===== src/rtl/cpu_run_ctrl.sv =====
// rtl/cpu_run_ctrl.sv - run/debug sequencer for the single-cycle core (optional watchdog: CYCLE_LIMIT_EN)
module cpu_run_ctrl #(
  parameter int IMEM_AW    = 9,
  parameter int MAX_CYCLES = 1000000
) (
  input  logic               clk,
  input  logic               reset,
  input  logic               cmd_valid,
  output logic               cmd_ready,
  input  logic [2:0]         cmd_op,
  input  logic [31:0]        cmd_data,
  input  logic               ld_valid,
  output logic               ld_ready,
  input  logic [31:0]        ld_data,
  output logic               imem_we,
  output logic [IMEM_AW-1:0] imem_waddr,
  output logic [31:0]        imem_wdata,
  input  logic [31:0]        pc,
  output logic               cpu_rst,
  output logic               cpu_en,
  output logic [2:0]         state,
  output logic               bp_hit,
  output logic               timeout,
  output logic [31:0]        cycle_cnt
);

  typedef enum logic [2:0] {
    S_IDLE = 3'd0,
    S_LOAD = 3'd1,
    S_RUN  = 3'd2,
    S_STEP = 3'd3,
    S_HALT = 3'd4
  } state_t;

  localparam logic [2:0] OP_LOAD  = 3'd1;
  localparam logic [2:0] OP_RUN   = 3'd2;
  localparam logic [2:0] OP_HALT  = 3'd3;
  localparam logic [2:0] OP_STEP  = 3'd4;
  localparam logic [2:0] OP_SETBP = 3'd5;
  localparam logic [2:0] OP_CLRBP = 3'd6;

  localparam logic [IMEM_AW:0] DEPTH_W  = {1'b1, {IMEM_AW{1'b0}}};
  localparam logic [31:0]      DEPTH_32 = 32'd1 << IMEM_AW;

  state_t           st;
  logic [IMEM_AW:0] ld_cnt;
  logic [IMEM_AW:0] ld_total;
  logic [IMEM_AW:0] ld_cnt_nxt;
  logic [IMEM_AW:0] load_n;
  logic             bp_valid;
  logic [31:0]      bp_addr;
  logic             bp_skip;
  logic             bp_match;
  logic             limit_hit;
  logic             cmd_fire;
  logic             ld_fire;

`ifdef CYCLE_LIMIT_EN
  logic timeout_r;
  assign limit_hit = (cycle_cnt >= 32'(MAX_CYCLES));
  assign timeout   = timeout_r;
`else
  logic [31:0] unused_max_cycles;
  assign unused_max_cycles = 32'(MAX_CYCLES);
  assign limit_hit = 1'b0;
  assign timeout   = 1'b0;
`endif

  assign state      = st;
  assign cmd_ready  = (st != S_LOAD);
  assign ld_ready   = (st == S_LOAD);
  assign cpu_rst    = (st == S_IDLE) || (st == S_LOAD);
  assign cmd_fire   = cmd_valid && cmd_ready;
  assign ld_fire    = ld_valid && ld_ready;
  assign ld_cnt_nxt = ld_cnt + 1'b1;
  assign load_n     = (cmd_data > DEPTH_32) ? DEPTH_W : cmd_data[IMEM_AW:0];
  // bp_skip lets a resumed RUN execute the instruction it stopped on
  assign bp_match   = bp_valid && (pc == bp_addr) && !bp_skip;

  always_comb begin
    cpu_en = 1'b0;
    case (st)
      S_RUN:   cpu_en = !bp_match && !limit_hit;
      S_STEP:  cpu_en = 1'b1;
      default: cpu_en = 1'b0;
    endcase
  end

  always_ff @(posedge clk or negedge reset) begin
    if (!reset) begin
      st         <= S_IDLE;
      ld_cnt     <= '0;
      ld_total   <= '0;
      imem_we    <= 1'b0;
      imem_waddr <= '0;
      imem_wdata <= '0;
      bp_valid   <= 1'b0;
      bp_addr    <= '0;
      bp_skip    <= 1'b0;
      bp_hit     <= 1'b0;
      cycle_cnt  <= '0;
`ifdef CYCLE_LIMIT_EN
      timeout_r  <= 1'b0;
`endif
    end else begin
      imem_we <= 1'b0;
      if (cpu_en && (cycle_cnt != 32'hFFFF_FFFF))
        cycle_cnt <= cycle_cnt + 32'd1;

      if (cmd_fire && (cmd_op == OP_SETBP)) begin
        bp_addr  <= cmd_data;
        bp_valid <= 1'b1;
      end
      if (cmd_fire && (cmd_op == OP_CLRBP))
        bp_valid <= 1'b0;

      case (st)
        S_IDLE, S_HALT: begin
          if (cmd_fire) begin
            case (cmd_op)
              OP_LOAD: begin
                if (cmd_data != 32'd0) begin
                  ld_total  <= load_n;
                  ld_cnt    <= '0;
                  cycle_cnt <= '0;
                  bp_hit    <= 1'b0;
`ifdef CYCLE_LIMIT_EN
                  timeout_r <= 1'b0;
`endif
                  st        <= S_LOAD;
                end
              end
              OP_RUN: begin
                if (!limit_hit) begin
                  bp_skip <= (st == S_HALT);
                  st      <= S_RUN;
                end
              end
              OP_STEP: st <= S_STEP;
              default: ;
            endcase
          end
        end
        S_LOAD: begin
          if (ld_fire) begin
            imem_we    <= 1'b1;
            imem_waddr <= ld_cnt[IMEM_AW-1:0];
            imem_wdata <= ld_data;
            ld_cnt     <= ld_cnt_nxt;
            if (ld_cnt_nxt == ld_total)
              st <= S_IDLE;
          end
        end
        S_RUN: begin
          bp_skip <= 1'b0;
          if (limit_hit) begin
            st <= S_HALT;
`ifdef CYCLE_LIMIT_EN
            timeout_r <= 1'b1;
`endif
          end
          if (bp_match) begin
            st     <= S_HALT;
            bp_hit <= 1'b1;
          end
          if (cmd_fire && (cmd_op == OP_HALT))
            st <= S_HALT;
        end
        S_STEP:  st <= S_HALT;
        default: st <= S_IDLE;
      endcase
    end
  end

endmodule


===== config.mk =====
export PLATFORM = sky130hd
export DESIGN_NAME = cpu_run_ctrl
export DESIGN_NICKNAME = d
export VERILOG_FILES = /design/src/rtl/cpu_run_ctrl.sv
export SDC_FILE = /design/constraint.sdc
export NUM_CORES = 1
export LEC_CHECK = 0
export CAP_MARGIN = 40
export CORE_MARGIN = 2
export CORE_UTILIZATION = 52
export DETAILED_ROUTE_END_ITERATION = 7
export GPL_TIMING_DRIVEN = 0
export HOLD_SLACK_MARGIN = 0.12
export PLACE_DENSITY = 0.91
export SLEW_MARGIN = 20
export SYNTH_ARGS = -nofsm -noshare
export SYNTH_HDL_FRONTEND = slang
export SYNTH_SLANG_ARGS = --single-unit

===== constraint.sdc =====
create_clock -name clk -period 3.8 [get_ports clk]
set_input_delay 0.38 -clock clk [delete_from_list [all_inputs] [get_ports clk]]
set_output_delay 0.38 -clock clk [all_outputs]
set_load 0.05 [all_outputs]

# After elaboration in Yosys (flattened, before gate mapping)
# Cells that the tools add are included.
# classes
n_mux	32
n_eq_ne	24
shift	0
n_mul	0
div_mod_pow	0
n_bitwise	0
n_reduce_logical	23
n_lt_le_gt_ge	1
add_sub_neg	2
# ops
cell	count
32-bit 2-to-1 mux	5
10-bit 2-to-1 mux	5
32-bit by 1-bit adder with 32-bit output (second input constant)	1
32-bit equality test	1
32-bit by 10-bit greater-than comparator with 1-bit output (second input constant)	1
32-bit != test (second input constant)	1
32-bit nonzero test	1
10-bit case mux with 2 select lines	1
3-bit 2-to-1 mux	6
3-bit by 2-bit equality test with 1-bit output (second input constant)	4
3-bit equality test (second input constant)	4
3-bit case mux with 4 select lines	1
10-bit by 1-bit adder with 10-bit output (second input constant)	1
10-bit equality test	1
1-bit 2-to-1 mux	10
5-bit AND reduction	2
3-bit case mux with 3 select lines	1
1-bit logical AND	8
2-bit by 1-bit != test with 1-bit output (second input constant)	4
3-bit by 1-bit equality test with 1-bit output (second input constant)	2
2-bit != test (second input constant)	3
3-bit != test (second input constant)	2
1-bit case mux with 2 select lines	3
6-bit AND reduction	1
other kinds (10)	13
# totals
out_inout_bits	83
reg_bits	132
memories	0
latchBits	0
ramBits	0
romBits	0

# Longest topological paths before layout
# Gate-level depths: netlist of the first run.
# depth
depth_word	11
depth_mapped	10

# Worst setup path after synthesis of the first run
# Ideal clock, no wire load.
# synth_path
path_kind	reg2reg
from	reg st[1] (netlist: state[1])
to	reg bp_addr[10]
setup_time_ns	0.125
required_ns	3.675
period_less_slack_ns	2.979
path_stages_with_launch	7
n_path_buf	1
path_slack_ns	0.821
arrival_time_ns	2.854
path_cell_list	dfrtp_1 nor2_1 nand2_1 nand3_1 nor2_1 clkbuf_1 mux2_2
# synth_via
elab_chain_cells	3
# synth_lines
item	line	rtl
start: declaration	45	state_t st;
start signal: assignment	91	st <= S_IDLE;
start signal: assignment	130	st <= S_LOAD;
start signal: assignment	136	st <= S_RUN;
3-bit by 1-bit != test with 1-bit output	70	assign cmd_ready = (st != S_LOAD);
via cmd_ready	9	output logic cmd_ready,
1-bit logical AND	73	assign cmd_fire = cmd_valid && cmd_ready;
1-bit logical AND	110	if (cmd_fire && (cmd_op == OP_SETBP)) begin
end signal: assignment	111	bp_addr <= cmd_data;
end: declaration	51	logic [31:0] bp_addr;
# The timed path passes the listed nets, and every way through them passes these cells.
# A chain may end at the register's enable or synchronous reset.

# Worst setup path in the final report of the first run
# layout_path
from	reg bp_addr[31]
to	out cpu_en
# layout_via
elab_chain_cells	5
# layout_lines
item	line	rtl
32-bit equality test	78	assign bp_match = bp_valid && (pc == bp_addr) && !bp_skip;
1-bit logical AND (2 in a row)	78	
1-bit zero test	83	S_RUN: cpu_en = !bp_match && !limit_hit;
1-bit case mux with 2 select lines	82	case (st)
end: declaration	20	output logic cpu_en,
# No other way between the ends.

==> key figures, run 1 <==
Power
  • P_leak: around 4.0 nW
  • Power Total: 6.75 mW
  • Worst VDD drop: 0.000466 V
  • Pwr/cell area: 728 nW/um2

Layout
  • Layout cells sized above 1: 9.38%
  • Non-Filler Instances: roughly 1100
  • Fillers: 904
  • Final net count: 988
  • Area grow syn2layout: 41.1%
  • Antenna diodes: 0

Floorplan
  • Die Ht: between 100 and 150 um
  • Core area: 12500 um2
  • Initial Utilization: between 50% and 60%
  • Core Rows: slightly above 40
  • Die area: 13500 um2
  • Ports: 186
  • Die width: 116 um

Timing
  • Setup ws final: 0.439 ns
  • Final period util: 88.4%
  • Setup TNS: 0 ns
  • Worst-Margin Slew: 0.659 ns
  • Final Setup Violations: 0
  • Rel. slew slack: 55.9%
  • Final hold viol count: 0
  • Fin Hold WS: 0.387 ns
  • Post-layout min period: 3.36 ns
  • Worst Skew: 0.00687 ns
  • RSZ-0062 raised after global routing: no
  • Fmax: 298 MHz
  • Slew Limit Fails: 0

Logic synthesis
  • Unique masters post-synth: 53
  • Post-synth EDFFs: 0
  • Yosys top cell by area: dfrtp_1
  • Ys Warns: 0
  • Area share of the largest cell type after synthesis: just over 50%
  • Yosys reg bits: 132
  • Syn nets: 785
  • Sequential area share after synthesis: 50.3%
  • Post-Syn Instances: 680
  • Netlist Area Pre-Place: 6570 um2
  • Most numerous cell in the Yosys netlist: nand2_1
  • Async set or reset register ratio after synthesis: 100%
  • Largest cells by area after synthesis: dfrtp_1 50%, nand2_1 9.4%, mux2_2 5.5%
  • Top FF cell, synth: dfrtp_1
  • Mean Syn Cell Area: a little under 10 um2
  • Synth top cells by count: 165 x nand2_1, 132 x dfrtp_1, 33 x xor2_1

CTS
  • TritonCTS clock tree: yes
  • Clk slew on worst S/H paths: 0.06 ns
  • Worst skew pair latency: 0.42 ns
  • H-Tree Depth: 4
  • Root buf cell: clkbuf_16
  • CTS buffer count: 17
  • Post-CTS Setup Repair Bufs: 0
  • Max clock buf depth: 2
  • CTS sink count: 132

Hold path
  • Worst Hold Class: input port to flip-flop
  • Hold Crit Depth: 3

Place
  • Placed insts: around 1000
  • DP Worst Slack: 0.319 ns
  • DP HPWL: 12900 um
  • GP Congestion: 0.838
  • Port buffer count: 182

Setup path
  • Critical path class: flip-flop to output port
  • Worst Setup Start Kind: flip-flop
  • Data arrival time of the worst path: 2.98 ns
  • Critical Path RT: 3.42 ns
  • Reg2Reg Depth: 8
  • CP max FO: 7
  • Crit. End Element: output port

Detailed routing
  • Starting DRT DRC Count: approximately 550
  • Initial DRT Pass Iterations: 5
  • Final WL: 17700 um
  • Residual DRC count: 0
  • Via count: around 5800
  • Routed Antenna Nets: 0
  • Top routing layer in use: met4
  • Routed length on met1: between 7000 and 8000 um
  • Avg WL per Cell: 16.5 um
  • WL met2: a little under 9000 um
  • Met3 routed WL: ~1300 um
  • Vias/cell: 5.46

Global routing
  • Antenna violations before repair: 0
  • Gr usage total: 27.0%
  • First-pass GRT wire length: 28200 um
  • Grt total ovfl: 0
  • Vias in the first global route: 5756
  • Largest net degree at the start of global routing: slightly below 90

Run
  • Max cap viols: 0

Run status
  • Status: complete, no violations
## metal layers
metal	vias up	global-route usage, %
met5	-	0
met4	0	9.84
met3	22	7.63
met2	230	45.2
met1	2778	33.7
li1	2803	-
## registers in the layout, indices dropped and copies added, names as in the netlist
register    cells
bp_addr        32
bp_hit          1
bp_skip         1
bp_valid        1
cycle_cnt      32
imem_waddr      9
imem_wdata     32
imem_we         1
ld_cnt         10
ld_total       10
state           3
## kinds of logic (layout without fill, tap and decap cells)
group | count (synthesis) | in the layout | synth area share (%)
simple gates | 309 | 309 | 22.8
flops | 132 | 132 | 50.3
other cells | 1 | 1 | 0.0571
compound gates | 94 | 94 | 9.36
fa+ha+maj | 2 | 2 | 0.381
xor+xnor | 46 | 46 | 6.14
buf+inv | 51 | 267 | 3.45
mux | 45 | 45 | 7.47
## worst max-delay path: stages, from the launching register on
cell             delay, ns
dfrtp_1               0.39
xor2_1                0.18
nor4_1                0.47
nand4_1               0.27
o41ai_4               0.45
inv_1                 0.08
clkdlybuf4s50_1       0.74
## path summary, 6_finish.rpt
| check | startpoint | end | slack [ns] |
|---|---|---|---|
| min reg2reg | imem_wdata[0] | imem_wdata[0] | 0.47 |
| max | bp_addr[31] | cpu_en | 0.44 |
| max reg2reg | bp_addr[31] | cycle_cnt[1] | 1.13 |
| min | cmd_valid | state[1] | 0.39 |
| min in group asynchronous | reset | imem_wdata[29] | 0.45 |
| max in group asynchronous | reset | cycle_cnt[13] | 2.60 |
## cell usage in the layout (no fill, tap or decap), types with 3 or more instances in the layout
cell type,Yosys,routed
bufinv_16,0,3
buf_6,3,3
clkbuf_1,24,24
clkinvlp_4,0,4
mux2_2,32,32
nand2b_1,7,7
nand4_1,8,8
nor4_1,16,16
nor3_1,8,8
nor3b_1,6,6
clkdlybuf4s50_1,0,181
mux2i_1,13,13
clkinv_2,0,4
and4_1,7,7
o31ai_1,30,30
and2_1,5,5
a21oi_1,28,28
nand3_1,22,22
nor2_1,23,23
inv_1,15,15
buf_2,7,7
or4_1,20,20
xnor2_1,13,13
xor2_1,33,33
dfrtp_1,132,132
o21ai_0,17,17
nand2_1,165,165
and3_1,10,10
clkbuf_16,0,17
## power by group
| part | total (mW) | switching [mW] | internal [mW] |
|---|---|---|---|
| Combinational | 2.86 | 1.82 | 1.03 |
| Clock | 1.67 | 0.614 | 1.06 |
| Sequential | 2.22 | 0.364 | 1.85 |
| Total | 6.75 | 2.80 | 3.95 |
## cell type report
cell class,instances,area [um2],share of cell area (%)
plain buffers,36,170,1.84
clock buffers,19,453,4.89
clock inverters,13,158,1.70
inverters,15,56.3,0.608
multi-input cells,497,3050,32.9
flip-flops and latches,132,3300,35.6
well taps,172,215,2.32
repair buffers,184,1860,20.1
## what timing repair did
action	4_1_cts	5_1_grt
endpoints found under the setup margin	0	1
hold buffers	1	0
gates resized for setup	0	1
hold endpoints to repair	44	0
## through the flow
stage / utilization (%) / cell area (um2)
2_1_floorplan: - / 6570
3_5_place_dp: 69.3 / 8630
3_3_place_gp: 69.0 / 8600
5_1_grt: 74.3 / 9270
6_report: 74.3 / 9270
4_1_cts: 74.2 / 9260
Power figures use the tool's default switching activity.
==> inputs of run 2 (changes only) <==
- CELL_PAD_IN_SITES_DETAIL_PLACEMENT: unset -> 1
- CELL_PAD_IN_SITES_GLOBAL_PLACEMENT: unset -> 1
- CORE_UTILIZATION: 52 -> 39
- GPL_ROUTABILITY_DRIVEN: unset -> 1
- GPL_TIMING_DRIVEN: 0 -> unset
==> key figures, run 2 (synthesized netlist as in run 1, its figures left out) <==
Detailed routing
  • Starting DRT DRC Count: 245 (was 545)
  • Via count: 5795 (was 5833)
  • Vias/cell: 5.30 (was 5.46)
  • WL met2: 9820 um (was 8740 um)
  • Residual DRC count: 0 (unchanged)
  • Avg WL per Cell: 18.3 um (was 16.5 um)
  • Routed length on met1: 8600 um (was 7340 um)
  • Initial DRT Pass Iterations: 4 (was 5)
  • Routed Antenna Nets: 0 (unchanged)
  • Top routing layer in use: met5 (was met4)
  • Met3 routed WL: 1240 um (was 1330 um)
  • Final WL: 20000 um (was 17700 um)

Timing
  • Rel. slew slack: 51.9% (was 55.9%)
  • RSZ-0062 raised after global routing: no (unchanged)
  • Post-layout min period: 3.34 ns (was 3.36 ns)
  • Worst Skew: 0.00613 ns (was 0.00687 ns)
  • Fin Hold WS: 0.387 ns (about the same)
  • Fmax: 299 MHz (was 298 MHz)
  • Final period util: 87.9% (was 88.4%)
  • Worst-Margin Slew: 0.719 ns (was 0.659 ns)
  • Setup TNS: 0 ns (unchanged)
  • Slew Limit Fails: 0 (unchanged)
  • Final Setup Violations: 0 (unchanged)
  • Final hold viol count: 0 (unchanged)

Setup path
  • Worst-path cell chain: xor2_1 > nor4_1 > nand4_1 > o41ai_2 > inv_1 > clkdlybuf4s50_1 (was xor2_1 > nor4_1 > nand4_1 > o41ai_4 > inv_1 > clkdlybuf4s50_1)
  • FF-to-FF setup slack: 1.28 ns (was 1.13 ns)
  • Worst Setup SP: bp_addr[10] (was bp_addr[31])
  • R2r endpoint: cycle_cnt[7] (was cycle_cnt[1])
  • CP max stage cell: clkdlybuf4s50_1 (unchanged)
  • Worst path depth: 6 (unchanged)
  • Reg2Reg Depth: 8 (unchanged)
  • Data arrival time of the worst path: 2.96 ns (was 2.98 ns)
  • Largest stage delay on the critical path: 0.73 ns (was 0.74 ns)
  • Crit. End Element: output port (unchanged)
  • Buf+Inv Stages, Crit Path: 2 (unchanged)
  • CP max FO: 3 (was 7)
  • Worst Setup Start Kind: flip-flop (unchanged)
  • Crit path max-delay family: buffers and inverters (unchanged)
  • Critical path class: flip-flop to output port (unchanged)
  • Worst Setup EP: cpu_en (unchanged)
  • Critical Path RT: 3.42 ns (about the same)
  • RR Startpoint: cycle_cnt[0] (was bp_addr[31])

CTS
  • Root buf cell: clkbuf_16 (unchanged)
  • Max clock buf depth: 2 (unchanged)
  • CTS sink count: 132 (unchanged)
  • Cts repair resizes: 0 (unchanged)
  • TritonCTS clock tree: yes (unchanged)
  • Worst skew pair latency: 0.42 ns (about the same)
  • CTS buffer count: 17 (unchanged)
  • H-Tree Depth: 4 (unchanged)
  • Clk slew on worst S/H paths: 0.06 ns (about the same)

Floorplan
  • Core area: 16500 um2 (was 12500 um2)
  • Ports: 186 (unchanged)
  • Core Rows: 47 (was 41)
  • Die Ht: 134 um (was 116 um)
  • Die width: 134 um (was 116 um)
  • Initial Utilization: 39.7% (was 52.7%)
  • Die area: 17900 um2 (was 13500 um2)

Layout
  • Layout cells sized above 1: 9.95% (was 9.38%)
  • Most common cell after layout, fill and taps aside: clkdlybuf4s50_1 (unchanged)
  • Multi-input gate area: 3050 um2 (about the same)
  • Area grow syn2layout: 41.0% (was 41.1%)
  • Most frequent cells in the layout: 183 x clkdlybuf4s50_1, 165 x nand2_1, 132 x dfrtp_1 (was 181 x clkdlybuf4s50_1, 165 x nand2_1, 132 x dfrtp_1)
  • Biggest regs: bp_addr x32, cycle_cnt x32, imem_wdata x32 (unchanged)
  • Storage element area: 3300 um2 (unchanged)
  • Antenna diodes: 0 (unchanged)
  • Fillers: 1829 (was 904)
  • Final net count: 966 (was 988)

Global routing
  • Grt total ovfl: 0 (unchanged)
  • Largest net degree at the start of global routing: 83 (was 89)
  • Antenna violations before repair: 1 (was 0)
  • Vias in the first global route: 6246 (was 5756)
  • First-pass GRT wire length: 33100 um (was 28200 um)
  • Gr usage total: 23.4% (was 27.0%)

Power
  • Worst VDD drop: 0.000386 V (was 0.000466 V)
  • Pwr/cell area: 731 nW/um2 (was 728 nW/um2)
  • P_leak: 3.98 nW (was 4.00 nW)

Run
  • Max cap viols: 0 (unchanged)

Place
  • GP Congestion: 0.794 (was 0.838)
  • DP HPWL: 14000 um (was 12900 um)
  • Port buffer count: 184 (was 182)

Run status
  • Status: complete, no violations (unchanged)

Hold path
  • Worst Hold Class: input port to asynchronous set/reset pin (was input port to flip-flop)
-- run 2: changes by cell type in the layout (fill, tap and decap cells not counted), moves of 2 or more --
| cell | before | now |
|---|---|---|
| buf_2 | 7 | 0 |
| buf_6 | 3 | 1 |
| clkbuf_1 | 24 | 1 |
| buf_4 | 1 | 12 |
| clkdlybuf4s50_1 | 181 | 183 |
-- run 2: stage by stage --
step                area [um2]  setup slack, ns  utilization [%]  instances  total power [mW]
detailed placement        8620            0.327             52.1       1060              5.10
global placement          8620            0.293             52.1       1060              5.01
global route              9260            0.294             56.0       1094              7.13
finish                    9260            0.459             56.0       1094              6.77
CTS                       9230            0.361             55.8       1093              6.83
floorplan                 6570            0.821                -        680              4.03
-- run 2: report_power, final --
part	switching (mW)	leakage (nW)	total (mW)	internal (mW)
combinational	1.81	1.98	2.83	1.02
sequential	0.403	1.71	2.25	1.85
clock	0.641	0.285	1.69	1.05
total	2.85	3.97	6.77	3.92
-- run 2: worst min-delay path by stage --
stage,endpoint,slack [ns]
2_1_floorplan,bp_addr[0],0.08
3_3_place_gp,imem_wdata[20],0.46
3_5_place_dp,imem_wdata[6],0.46
4_1_cts,imem_wdata[16],0.47
5_1_grt,imem_wdata[29],0.40
6_report,imem_wdata[29],0.39
-- run 2: metal layers --
layer	GRT usage (%)	vias to the layer above
met4	7.45	2
li1	-	2753
met3	6.32	29
met5	0	-
met2	39.3	173
met1	29.3	2838
-- run 2: what timing repair did --
action / CTS / global route
hold endpoints to repair: 80 / 0
buffers inserted: 0 / 0
setup endpoints to repair: 0 / 0
hold buffers: 1 / 0
-- run 2: cell type report --
class	instances	area share, %
clock buffers	19	4.79
clock inverters	13	1.70
inverters	15	0.608
multi-input cells	497	32.9
flip-flops and latches	132	35.7
well taps	220	2.97
repair buffers	198	21.3
